## src/rtl/pwm_3l_modulator.sv

```systemverilog
// ---------------------------------------------------------------------------
// pwm_3l_modulator
//
// Carrier-based 3-level PWM modulator feeding decoder_3lxnpc. A symmetric
// triangular carrier is compared against |ref|; the reference sign selects
// the positive (01) or negative (10) level. The reference is double-buffered
// and reloaded at every carrier peak and valley. The period is reloaded at
// valleys only. A direct 01<->10 change is always separated by MIN_ZERO
// cycles of 00.
//
// Optional feature macro: MIN_PULSE_EN
//   defined   : magnitudes below MIN_PULSE are dropped to 0; magnitudes
//               within MIN_PULSE of the period are raised to full on.
//   undefined : the magnitude is used as is and MIN_PULSE has no effect.
//
// Ports:
//   clk         system clock
//   rst         asynchronous reset, active-low
//   en          modulator enable
//   period      carrier peak value (switching period = 2*period cycles)
//   ref_in      signed duty reference, CNT_WIDTH+1 bits two's complement
//   ref_valid   one-cycle strobe capturing ref_in into the pending register
//   v_lev       level command: 00 zero, 01 positive, 10 negative
//   carrier     current carrier count
//   sync_valley one-cycle pulse while carrier = 0
//   sync_peak   one-cycle pulse while carrier = active period
// ---------------------------------------------------------------------------
module pwm_3l_modulator #(
    parameter int CNT_WIDTH = 16,
    parameter int MIN_ZERO  = 1,
    parameter int MIN_PULSE = 4
) (
    input  logic                 clk,
    input  logic                 rst,
    input  logic                 en,
    input  logic [CNT_WIDTH-1:0] period,
    input  logic [CNT_WIDTH:0]   ref_in,
    input  logic                 ref_valid,
    output logic [1:0]           v_lev,
    output logic [CNT_WIDTH-1:0] carrier,
    output logic                 sync_valley,
    output logic                 sync_peak
);

`ifdef MIN_PULSE_EN
    localparam bit PULSE_GUARD = 1'b1;
`else
    localparam bit PULSE_GUARD = 1'b0;
`endif

    localparam logic [CNT_WIDTH:0] MIN_PULSE_C = (CNT_WIDTH+1)'(MIN_PULSE);
    localparam logic [7:0]         HOLD_INIT   = 8'(MIN_ZERO - 1);

    localparam logic [1:0] LEV_ZERO = 2'b00;
    localparam logic [1:0] LEV_POS  = 2'b01;
    localparam logic [1:0] LEV_NEG  = 2'b10;

    logic [CNT_WIDTH-1:0] cnt_reg, cnt_next;
    logic                 dir_up_reg, dir_up_next;
    logic                 run_reg;
    logic [CNT_WIDTH:0]   ref_pend_reg, ref_pend_next;
    logic [CNT_WIDTH:0]   ref_act_reg;
    logic [CNT_WIDTH-1:0] period_act_reg;
    logic                 sync_valley_reg, sync_valley_next;
    logic                 sync_peak_reg, sync_peak_next;
    logic [1:0]           v_lev_reg, v_lev_next;
    logic [7:0]           hold_reg, hold_next;

    logic                 step_up;
    logic                 load_ref, load_period;
    logic                 ref_neg;
    logic [CNT_WIDTH:0]   period_ext, mag_raw, mag_sat, mag_eff;
    logic                 level_on;
    logic [1:0]           lev_req;

    // Strobe capture; a load in the same cycle sees the new value.
    assign ref_pend_next = ref_valid ? ref_in : ref_pend_reg;

    // Carrier counter and load/sync generation. Loads are applied on the
    // edge that enters the valley/peak, so the flagged carrier value and
    // the freshly loaded reference appear together.
    always_comb begin
        cnt_next         = cnt_reg;
        dir_up_next      = dir_up_reg;
        sync_valley_next = 1'b0;
        sync_peak_next   = 1'b0;
        load_ref         = 1'b0;
        load_period      = 1'b0;
        step_up          = dir_up_reg;
        if (!en) begin
            cnt_next    = '0;
            dir_up_next = 1'b1;
        end else if (!run_reg || period_act_reg == '0) begin
            // First enabled cycle, or idling on a zero period: sit at the
            // valley and keep reloading until a usable period arrives.
            cnt_next         = '0;
            dir_up_next      = 1'b1;
            load_ref         = 1'b1;
            load_period      = 1'b1;
            sync_valley_next = (period != '0);
        end else begin
            if (cnt_reg == '0)
                step_up = 1'b1;
            else if (cnt_reg >= period_act_reg)
                step_up = 1'b0;
            cnt_next    = step_up ? cnt_reg + 1'b1 : cnt_reg - 1'b1;
            dir_up_next = step_up;
            if (cnt_next == '0) begin
                load_ref         = 1'b1;
                load_period      = 1'b1;
                sync_valley_next = (period != '0);
            end else if (cnt_next == period_act_reg) begin
                load_ref       = 1'b1;
                sync_peak_next = 1'b1;
            end
        end
    end

    // Magnitude: |ref| in CNT_WIDTH+1 bits, saturated to the period, then
    // optionally snapped away from sub-threshold pulses and gaps.
    always_comb begin
        ref_neg    = ref_act_reg[CNT_WIDTH];
        period_ext = {1'b0, period_act_reg};
        mag_raw    = ref_neg ? (~ref_act_reg + 1'b1) : ref_act_reg;
        mag_sat    = (mag_raw > period_ext) ? period_ext : mag_raw;
        mag_eff    = mag_sat;
        if (PULSE_GUARD && mag_sat != '0) begin
            if (mag_sat < MIN_PULSE_C)
                mag_eff = '0;
            else if ((period_ext - mag_sat) < MIN_PULSE_C)
                mag_eff = period_ext;
        end
        level_on = (period_act_reg != '0) &&
                   ((mag_eff == period_ext) || ({1'b0, cnt_reg} < mag_eff));
        lev_req  = LEV_ZERO;
        if (run_reg && level_on)
            lev_req = ref_neg ? LEV_NEG : LEV_POS;
    end

    // Sign-change guard: a direct 01<->10 request parks the output at 00 for
    // MIN_ZERO cycles; the request is simply re-evaluated afterwards.
    always_comb begin
        v_lev_next = lev_req;
        hold_next  = hold_reg;
        if (!en) begin
            v_lev_next = LEV_ZERO;
            hold_next  = '0;
        end else if (hold_reg != '0) begin
            v_lev_next = LEV_ZERO;
            hold_next  = hold_reg - 8'd1;
        end else if ((v_lev_reg == LEV_POS && lev_req == LEV_NEG) ||
                     (v_lev_reg == LEV_NEG && lev_req == LEV_POS)) begin
            v_lev_next = LEV_ZERO;
            hold_next  = HOLD_INIT;
        end
    end

    always_ff @(posedge clk or negedge rst) begin
        if (!rst) begin
            cnt_reg         <= '0;
            dir_up_reg      <= 1'b1;
            run_reg         <= 1'b0;
            ref_pend_reg    <= '0;
            ref_act_reg     <= '0;
            period_act_reg  <= '0;
            sync_valley_reg <= 1'b0;
            sync_peak_reg   <= 1'b0;
            v_lev_reg       <= LEV_ZERO;
            hold_reg        <= '0;
        end else begin
            cnt_reg         <= cnt_next;
            dir_up_reg      <= dir_up_next;
            run_reg         <= en;
            ref_pend_reg    <= ref_pend_next;
            sync_valley_reg <= sync_valley_next;
            sync_peak_reg   <= sync_peak_next;
            v_lev_reg       <= v_lev_next;
            hold_reg        <= hold_next;
            if (load_ref)
                ref_act_reg <= ref_pend_next;
            if (load_period)
                period_act_reg <= period;
        end
    end

    assign v_lev       = v_lev_reg;
    assign carrier     = cnt_reg;
    assign sync_valley = sync_valley_reg;
    assign sync_peak   = sync_peak_reg;

endmodule
```

## config.mk

```make
export PLATFORM = sky130hd
export DESIGN_NAME = pwm_3l_modulator
export DESIGN_NICKNAME = d
export VERILOG_FILES = /design/src/rtl/pwm_3l_modulator.sv
export SDC_FILE = /design/constraint.sdc
export NUM_CORES = 1
export LEC_CHECK = 0
export ABC_CLOCK_PERIOD_IN_PS = 7120
export BUFFER_PORTS_ARGS = -buffer_cell sky130_fd_sc_hd__buf_2
export CAP_MARGIN = 20
export CORE_UTILIZATION = 35
export DETAILED_ROUTE_END_ITERATION = 16
export HOLD_SLACK_MARGIN = 0.08
export PLACE_DENSITY = 0.61
export SLEW_MARGIN = 10
export SYNTH_ARGS = -nofsm -noshare
export SYNTH_HDL_FRONTEND = slang
export SYNTH_SLANG_ARGS = --single-unit
```

## constraint.sdc

```tcl
create_clock -name clk -period 7.12 [get_ports clk]
set_input_delay 0.712 -clock clk [delete_from_list [all_inputs] [get_ports clk]]
set_output_delay 0.712 -clock clk [all_outputs]
set_load 0.01 [all_outputs]
```

Word-level counts from Yosys, hierarchy flattened

Index checks and enable logic that the tools add are counted.

Input bits: 37
Output and inout port bits: 20
Word-level logic and storage cells: 72
Flip-flop bits (word level): 80

Muxes and demuxes: 33
Order comparisons: 3
Eq/ne operators: 7
Add/subtract/negate cells: 4
Reductions and logical operators: 14
Bitwise gates (word level): 1

Operators by type and width:

| operator                                                               | count |
|---|---|
| 17-bit 2-to-1 mux                                                      | 3 |
| 16-bit zero test                                                       | 3 |
| 16-bit 2-to-1 mux                                                      | 3 |
| 16-bit nonzero test                                                    | 2 |
| 8-bit 2-to-1 mux                                                       | 3 |
| 1-bit 2-to-1 mux                                                       | 19 |
| 17-bit by 1-bit adder with 17-bit output (second input constant)       | 1 |
| 17-bit by 16-bit equality test with 1-bit output                       | 1 |
| 17-bit by 16-bit > comparator with 1-bit output                        | 1 |
| 16-bit by 17-bit less-than comparator with 1-bit output                | 1 |
| 17-bit inverter                                                        | 1 |
| 16-bit by 1-bit adder with 16-bit output (second input constant)       | 1 |
| 16-bit equality test                                                   | 1 |
| 16-bit >= comparator                                                   | 1 |
| 16-bit by 1-bit subtractor with 16-bit output (second input constant)  | 1 |
| 2-bit 2-to-1 mux                                                       | 5 |
| 8-bit nonzero test                                                     | 1 |
| 8-bit by 1-bit subtractor with 8-bit output (second input constant)    | 1 |
| 2-bit by 1-bit equality test with 1-bit output (second input constant) | 2 |
| 2-bit equality test (second input constant)                            | 2 |
| 1-bit logical AND                                                      | 4 |
| 1-bit logical OR                                                       | 3 |
| 3-bit by 1-bit != test with 1-bit output (second input constant)       | 1 |
| 1-bit zero test                                                        | 1 |

Logic depth before layout (Yosys ltp)

Word-level depth: 16
Depth in mapped cells: 28
Depth with buffers taken out: 27

Least setup slack after synthesis

OpenSTA, ideal clock, no wires.

Kind: reg-to-reg
Start point: register ref_act_reg[0]
End point: register v_lev_reg[0] (netlist: v_lev[0])
Stages on the path, launching flop included: 29
Path slack: 1.667 ns
Required time: 7.019 ns
Path buffers: 1
Arrival time: 5.352 ns
Library setup time: 0.101 ns
Clock period less this slack: 5.453 ns
Path through: dfrtp_1 -> inv_1 -> ha_1 -> or3b_2 -> nor2_1 -> nand2_1 -> o21ai_0 -> xnor2_1 -> ha_1 -> a21o_1 -> a21o_1 -> a21oi_1 -> nor2_1 -> a2111oi_0 -> a41o_1 -> o41ai_2 -> clkbuf_1 -> mux2i_1 -> ha_1 -> a21oi_1 -> nor2b_1 -> o21ai_0 -> a21oi_1 -> o21ai_0 -> nand4_1 -> nor3b_1 -> mux2i_1 -> and2_1 -> nor4_1

Word-level cells in the longest chain between the ends: 16

RTL lines:

| element                                                                                                                     | line     | text |
|---|---|---|
| from (decl)                                                                                                                 | 62       | `logic [CNT_WIDTH:0] ref_act_reg;` |
| from (signal assigned)                                                                                                      | 180      | `ref_act_reg <= ref_pend_next;` |
| 17-bit inverter                                                                                                             | 124      | `mag_raw = ref_neg ? (~ref_act_reg + 1'b1) : ref_act_reg;` |
| 17-bit by 1-bit adder with 17-bit output                                                                                    | 124      |  |
| 17-bit 2-to-1 mux (*)                                                                                                       | 124      |  |
| 17-bit by 16-bit > comparator with 1-bit output                                                                             | 125      | `mag_sat = (mag_raw > period_ext) ? period_ext : mag_raw;` |
| 17-bit 2-to-1 mux (*)                                                                                                       | 125      |  |
| 16-bit by 17-bit less-than comparator with 1-bit output or 17-bit by 16-bit equality test with 1-bit output (tied branches) | 134      | `((mag_eff == period_ext) \|\| ({1'b0, cnt_reg} < mag_eff));` |
| 1-bit logical OR (*)                                                                                                        | 134      |  |
| 1-bit logical AND (*)                                                                                                       | 133      | `level_on = (period_act_reg != '0) &&` |
| 1-bit logical AND (*)                                                                                                       | 136      | `if (run_reg && level_on)` |
| 2-bit 2-to-1 mux (*)                                                                                                        | 136      |  |
| 2-bit equality test or 2-bit by 1-bit equality test with 1-bit output (tied branches)                                       | 151, 152 |  |
| 1-bit logical AND, on equally long branches                                                                                 | 151, 152 |  |
| 1-bit logical OR                                                                                                            | 151      | `end else if ((v_lev_reg == LEV_POS && lev_req == LEV_NEG) \|\|` |
| 2-bit 2-to-1 mux (*)                                                                                                        | 151      |  |
| 2-bit 2-to-1 mux (*)                                                                                                        | 148      | `end else if (hold_reg != '0) begin` |
| 2-bit 2-to-1 mux (*)                                                                                                        | 145      | `if (!en) begin` |
| via v_lev_next[0]                                                                                                           | 66       | `logic [1:0] v_lev_reg, v_lev_next;` |
| to (signal assigned)                                                                                                        | 177      | `v_lev_reg <= v_lev_next;` |
| to (decl)                                                                                                                   | 66       |  |

The timed path passes the listed nets; every way through them passes the cells marked *.
A chain may end at the register's enable or synchronous reset.

Worst setup path in the final report

Start point: register cnt_reg[0] (netlist: carrier[0])
End point: register ref_act_reg[0]

Word-level cells in the longest chain between the ends: 11

RTL lines:

| element                | line | text |
|---|---|---|
| from (decl)            | 58   | `logic [CNT_WIDTH-1:0] cnt_reg, cnt_next;` |
| from (signal assigned) | 171  | `cnt_reg <= cnt_next;` |
| 16-bit >= comparator   | 104  | `else if (cnt_reg >= period_act_reg)` |
| 1-bit 2-to-1 mux       | 104  |  |
| 1-bit 2-to-1 mux       | 102  | `if (cnt_reg == '0)` |
| 1-bit 2-to-1 mux       | 93   | `end else if (!run_reg \|\| period_act_reg == '0) begin` |
| 1-bit 2-to-1 mux       | 90   | `if (!en) begin` |
| 16-bit 2-to-1 mux (*)  | 106  | `cnt_next = step_up ? cnt_reg + 1'b1 : cnt_reg - 1'b1;` |
| 16-bit equality test   | 112  | `end else if (cnt_next == period_act_reg) begin` |
| 1-bit 2-to-1 mux       | 112  |  |
| 1-bit 2-to-1 mux (*)   | 108  | `if (cnt_next == '0) begin` |
| 1-bit 2-to-1 mux (*)   | 93   |  |
| 1-bit 2-to-1 mux (*)   | 90   |  |

Every way passes the cells marked *; elsewhere a longest branch is shown, timed or not. The select of a mux whose other input is x is not followed.

==> metrics.yaml <==
route:
  vias: 5098
  drtAntennaViolNets: 0
  wl_mm: 16.62
  first_pass_iters: 5
  vias_per_cell: 5.505
  drtIter0Drc: 315
  routedWlPerCell_um: 17.95
  drc: 0
sta:
  hold_violations: 0
  worst_slew_pin_slew_ns: 0.9306
  max_freq_mhz: 158.1
  min_period_ns: 6.325
  slew_viol_final: 0
  finClkSkew_ns: 0.008227
  max_slew_margin: 0.3714
  rsz0062_at_grt: "false"
  setup_viol: 0
  min_period_over_period: 0.8884
  fin_tns_setup_ns: 0
clock_tree:
  h-tree-depth: 3
  clk_pin_slew_ns: 0.07
  holdBufCountCts: 0
  clk_path_buf_depth: 2
  post_cts_buffers: 0
  root_buffer: "clkbuf_16"
  clk_latency_ns: 0.35
  cts_resized: 0
  numCtsBuffers: 9
  cts_sinks: 80
  cts_tree: "done"
min_path:
  hp-class: "in2async"
floorplan:
  die_h_um: 134.8
  initial_core_util: 0.3582
  dieArea_um2: 18170
  core-area_um2: 17240
  rows: 48
  dieWidth_um: 134.8
  boundaryPins: 57
placed_design:
  place.port_buffers: 56
  place_area_um2: 6640
  gp_congestion: 0.9489
  hpwl_mm: 12.70
critical_path:
  crit_slowest_cell: "and2_1"
  path_delay_family: "simple AND/OR/NAND/NOR gates"
  cp_slowest_stage_delay_ns: 0.68
  crit_path_end_kind: "flip-flop"
  path_class: "reg2reg"
  crit_path_start_kind: "flip-flop"
  worst_ep_arrival_time_ns: 6.56
  crit_cells: 21
  path_buf_inv: 2
  critPathLaunch: "carrier[0]"
  worstRegToRegCells: 21
  r2r-end: "ref_act_reg[0]"
  r2r_start: "carrier[0]"
  path_max_fanout: 17
  crit_chain: "inv_1 > ha_1 > nand2b_1 > nand3_1 > a21oi_1 > a311oi_1 > o41ai_1 > and2_1 > ha_1 > or2_4 > o311a_1 > and2_1 > a31oi_4 > nor3_1 > a311oi_2 > nand4_1 > or4_4 > a21oi_4 > or2_1 > buf_4 > mux2_2"
  cp-endpoint: "ref_act_reg[0]"
  r2r_slack_ns: 0.79
  critical_path_required_ns: 7.35
global_route:
  grt_usage: 0.1926
  antenna_found_initial: 0
  grt_pass1_wl_mm: 26.65
  grt_start_max_net_pins: 81
  grt_overflow: 0
  grt_pass1_vias: 4964
yosys:
  async_flop_share: 1.000
  ys_warn_count: 0
  synth_fp_nets: 754
  synth_top_area_frac: 0.3202
  syn_area_um2: 6173
  syn_avg_cell_area_um2: 9.483
  synth_top_area_cell: "dfrtp_1"
  synth_edf_count: 0
  yosysUniqueCellTypes: 76
  synthTopCellsByArea: "dfrtp_1, ha_1, xnor2_1"
  seq_area_frac_synth: 0.3245
  ys.flop_type: "dfrtp_1"
  ys_seq_elements: 80
  yosys.cell_count.top_type: "dfrtp_1"
  syn_inst: 651
  synthTopCellsByCount: "dfrtp_1, ha_1, xnor2_1, o21ai_0, nand2_1"
power:
  peakVddDrop_uv: 188.7
  finalPower_w: 0.001782
  power.density_nw_per_um2: 255.3
  p_leak_nw: 3.207
final_layout:
  register_area_um2: 2003
  diodes: 0
  final_nets: 799
  num-fill-cells: 1689
  drive_gt1_frac: 0.1769
  fin_area_um2: 6980
  multi_input_area_um2: 3938
  syn_to_final_growth_pct: 13.07
run_status:
  status: "complete, no violations"
job:
  drv_cap: 0
## metal layers
metal  track usage  wire (um)  vias up
met3       0.03754        928       28
li1              -          -     2466
met2        0.3144       7626      160
met1        0.2577       7713     2444
met4       0.05556        352        0
met5             0          0        -
## worst min-delay path by stage
stage	slack [ns]	end	from	cells past startpoint
2_1_floorplan	0.42	carrier[0]	rst	0
3_3_place_gp	0.48	ref_pend_reg[2]	ref_pend_reg[2]	1
3_5_place_dp	0.49	ref_pend_reg[3]	ref_pend_reg[3]	1
4_1_cts	0.50	ref_pend_reg[1]	ref_pend_reg[1]	1
5_1_grt	0.25	ref_pend_reg[8]	rst	1
6_report	0.25	ref_pend_reg[8]	rst	1
## worst register-to-register path: stages (launching register included)
cell	delay [ns]
dfrtp_1	0.58
inv_1	0.09
ha_1	0.31
nand2b_1	0.10
nand3_1	0.07
a21oi_1	0.13
a311oi_1	0.10
o41ai_1	0.54
and2_1	0.68
ha_1	0.45
or2_4	0.31
o311a_1	0.14
and2_1	0.26
a31oi_4	0.34
nor3_1	0.11
a311oi_2	0.42
nand4_1	0.17
or4_4	0.47
a21oi_4	0.16
or2_1	0.12
buf_4	0.29
mux2_2	0.39
## kinds of logic after synthesis
family / count (synthesis) / share of synthesized area
compound gates: 136 / 0.1494
mux: 54 / 0.1007
fa+ha+maj: 66 / 0.1350
xor+xnor: 60 / 0.08512
buf+inv: 56 / 0.03952
simple gates: 199 / 0.1658
flops: 80 / 0.3245
## cells in the final DEF, fill, tap and decap left out, types with 14 or more instances in the layout
cell type / Yosys / routed
a21oi_1: 26 / 26
buf_2: 1 / 55
dfrtp_1: 79 / 79
ha_1: 65 / 65
inv_1: 29 / 29
mux2_2: 25 / 25
mux2i_1: 19 / 19
nand2_1: 44 / 44
nand4_1: 14 / 14
nor2_1: 41 / 41
nor3_1: 18 / 18
nor4_1: 19 / 19
o21ai_0: 46 / 46
xnor2_1: 50 / 50
## power by group
part / switching (W) / internal [W]
logic: 0.000370 / 0.000319
clock network: 0.000213 / 0.000280
registers: 0.0000820 / 0.000518
## through the flow
step | utilization | hold slack, ns | std cells | setup WS, ns
global placement | 0.3852 | 0.4842 | 909 | 0.8849
CTS | 0.4034 | 0.5006 | 925 | 0.8537
global route | 0.4050 | 0.2510 | 926 | 0.4063
detailed placement | 0.3852 | 0.4863 | 909 | 0.9128
finish | 0.4050 | 0.2454 | 926 | 0.7949
floorplan | - | 0.4164 | 651 | 1.668
## final cells by class
cell class,count,share of cell area
repair buffers,60,0.04768
flip-flops and latches,80,0.2870
clock buffers,9,0.03226
clock inverters,7,0.01255
multi-input cells,515,0.5641
inverters,30,0.01613
well taps,225,0.04033
Note: power is estimated with default switching activity, not from simulation.
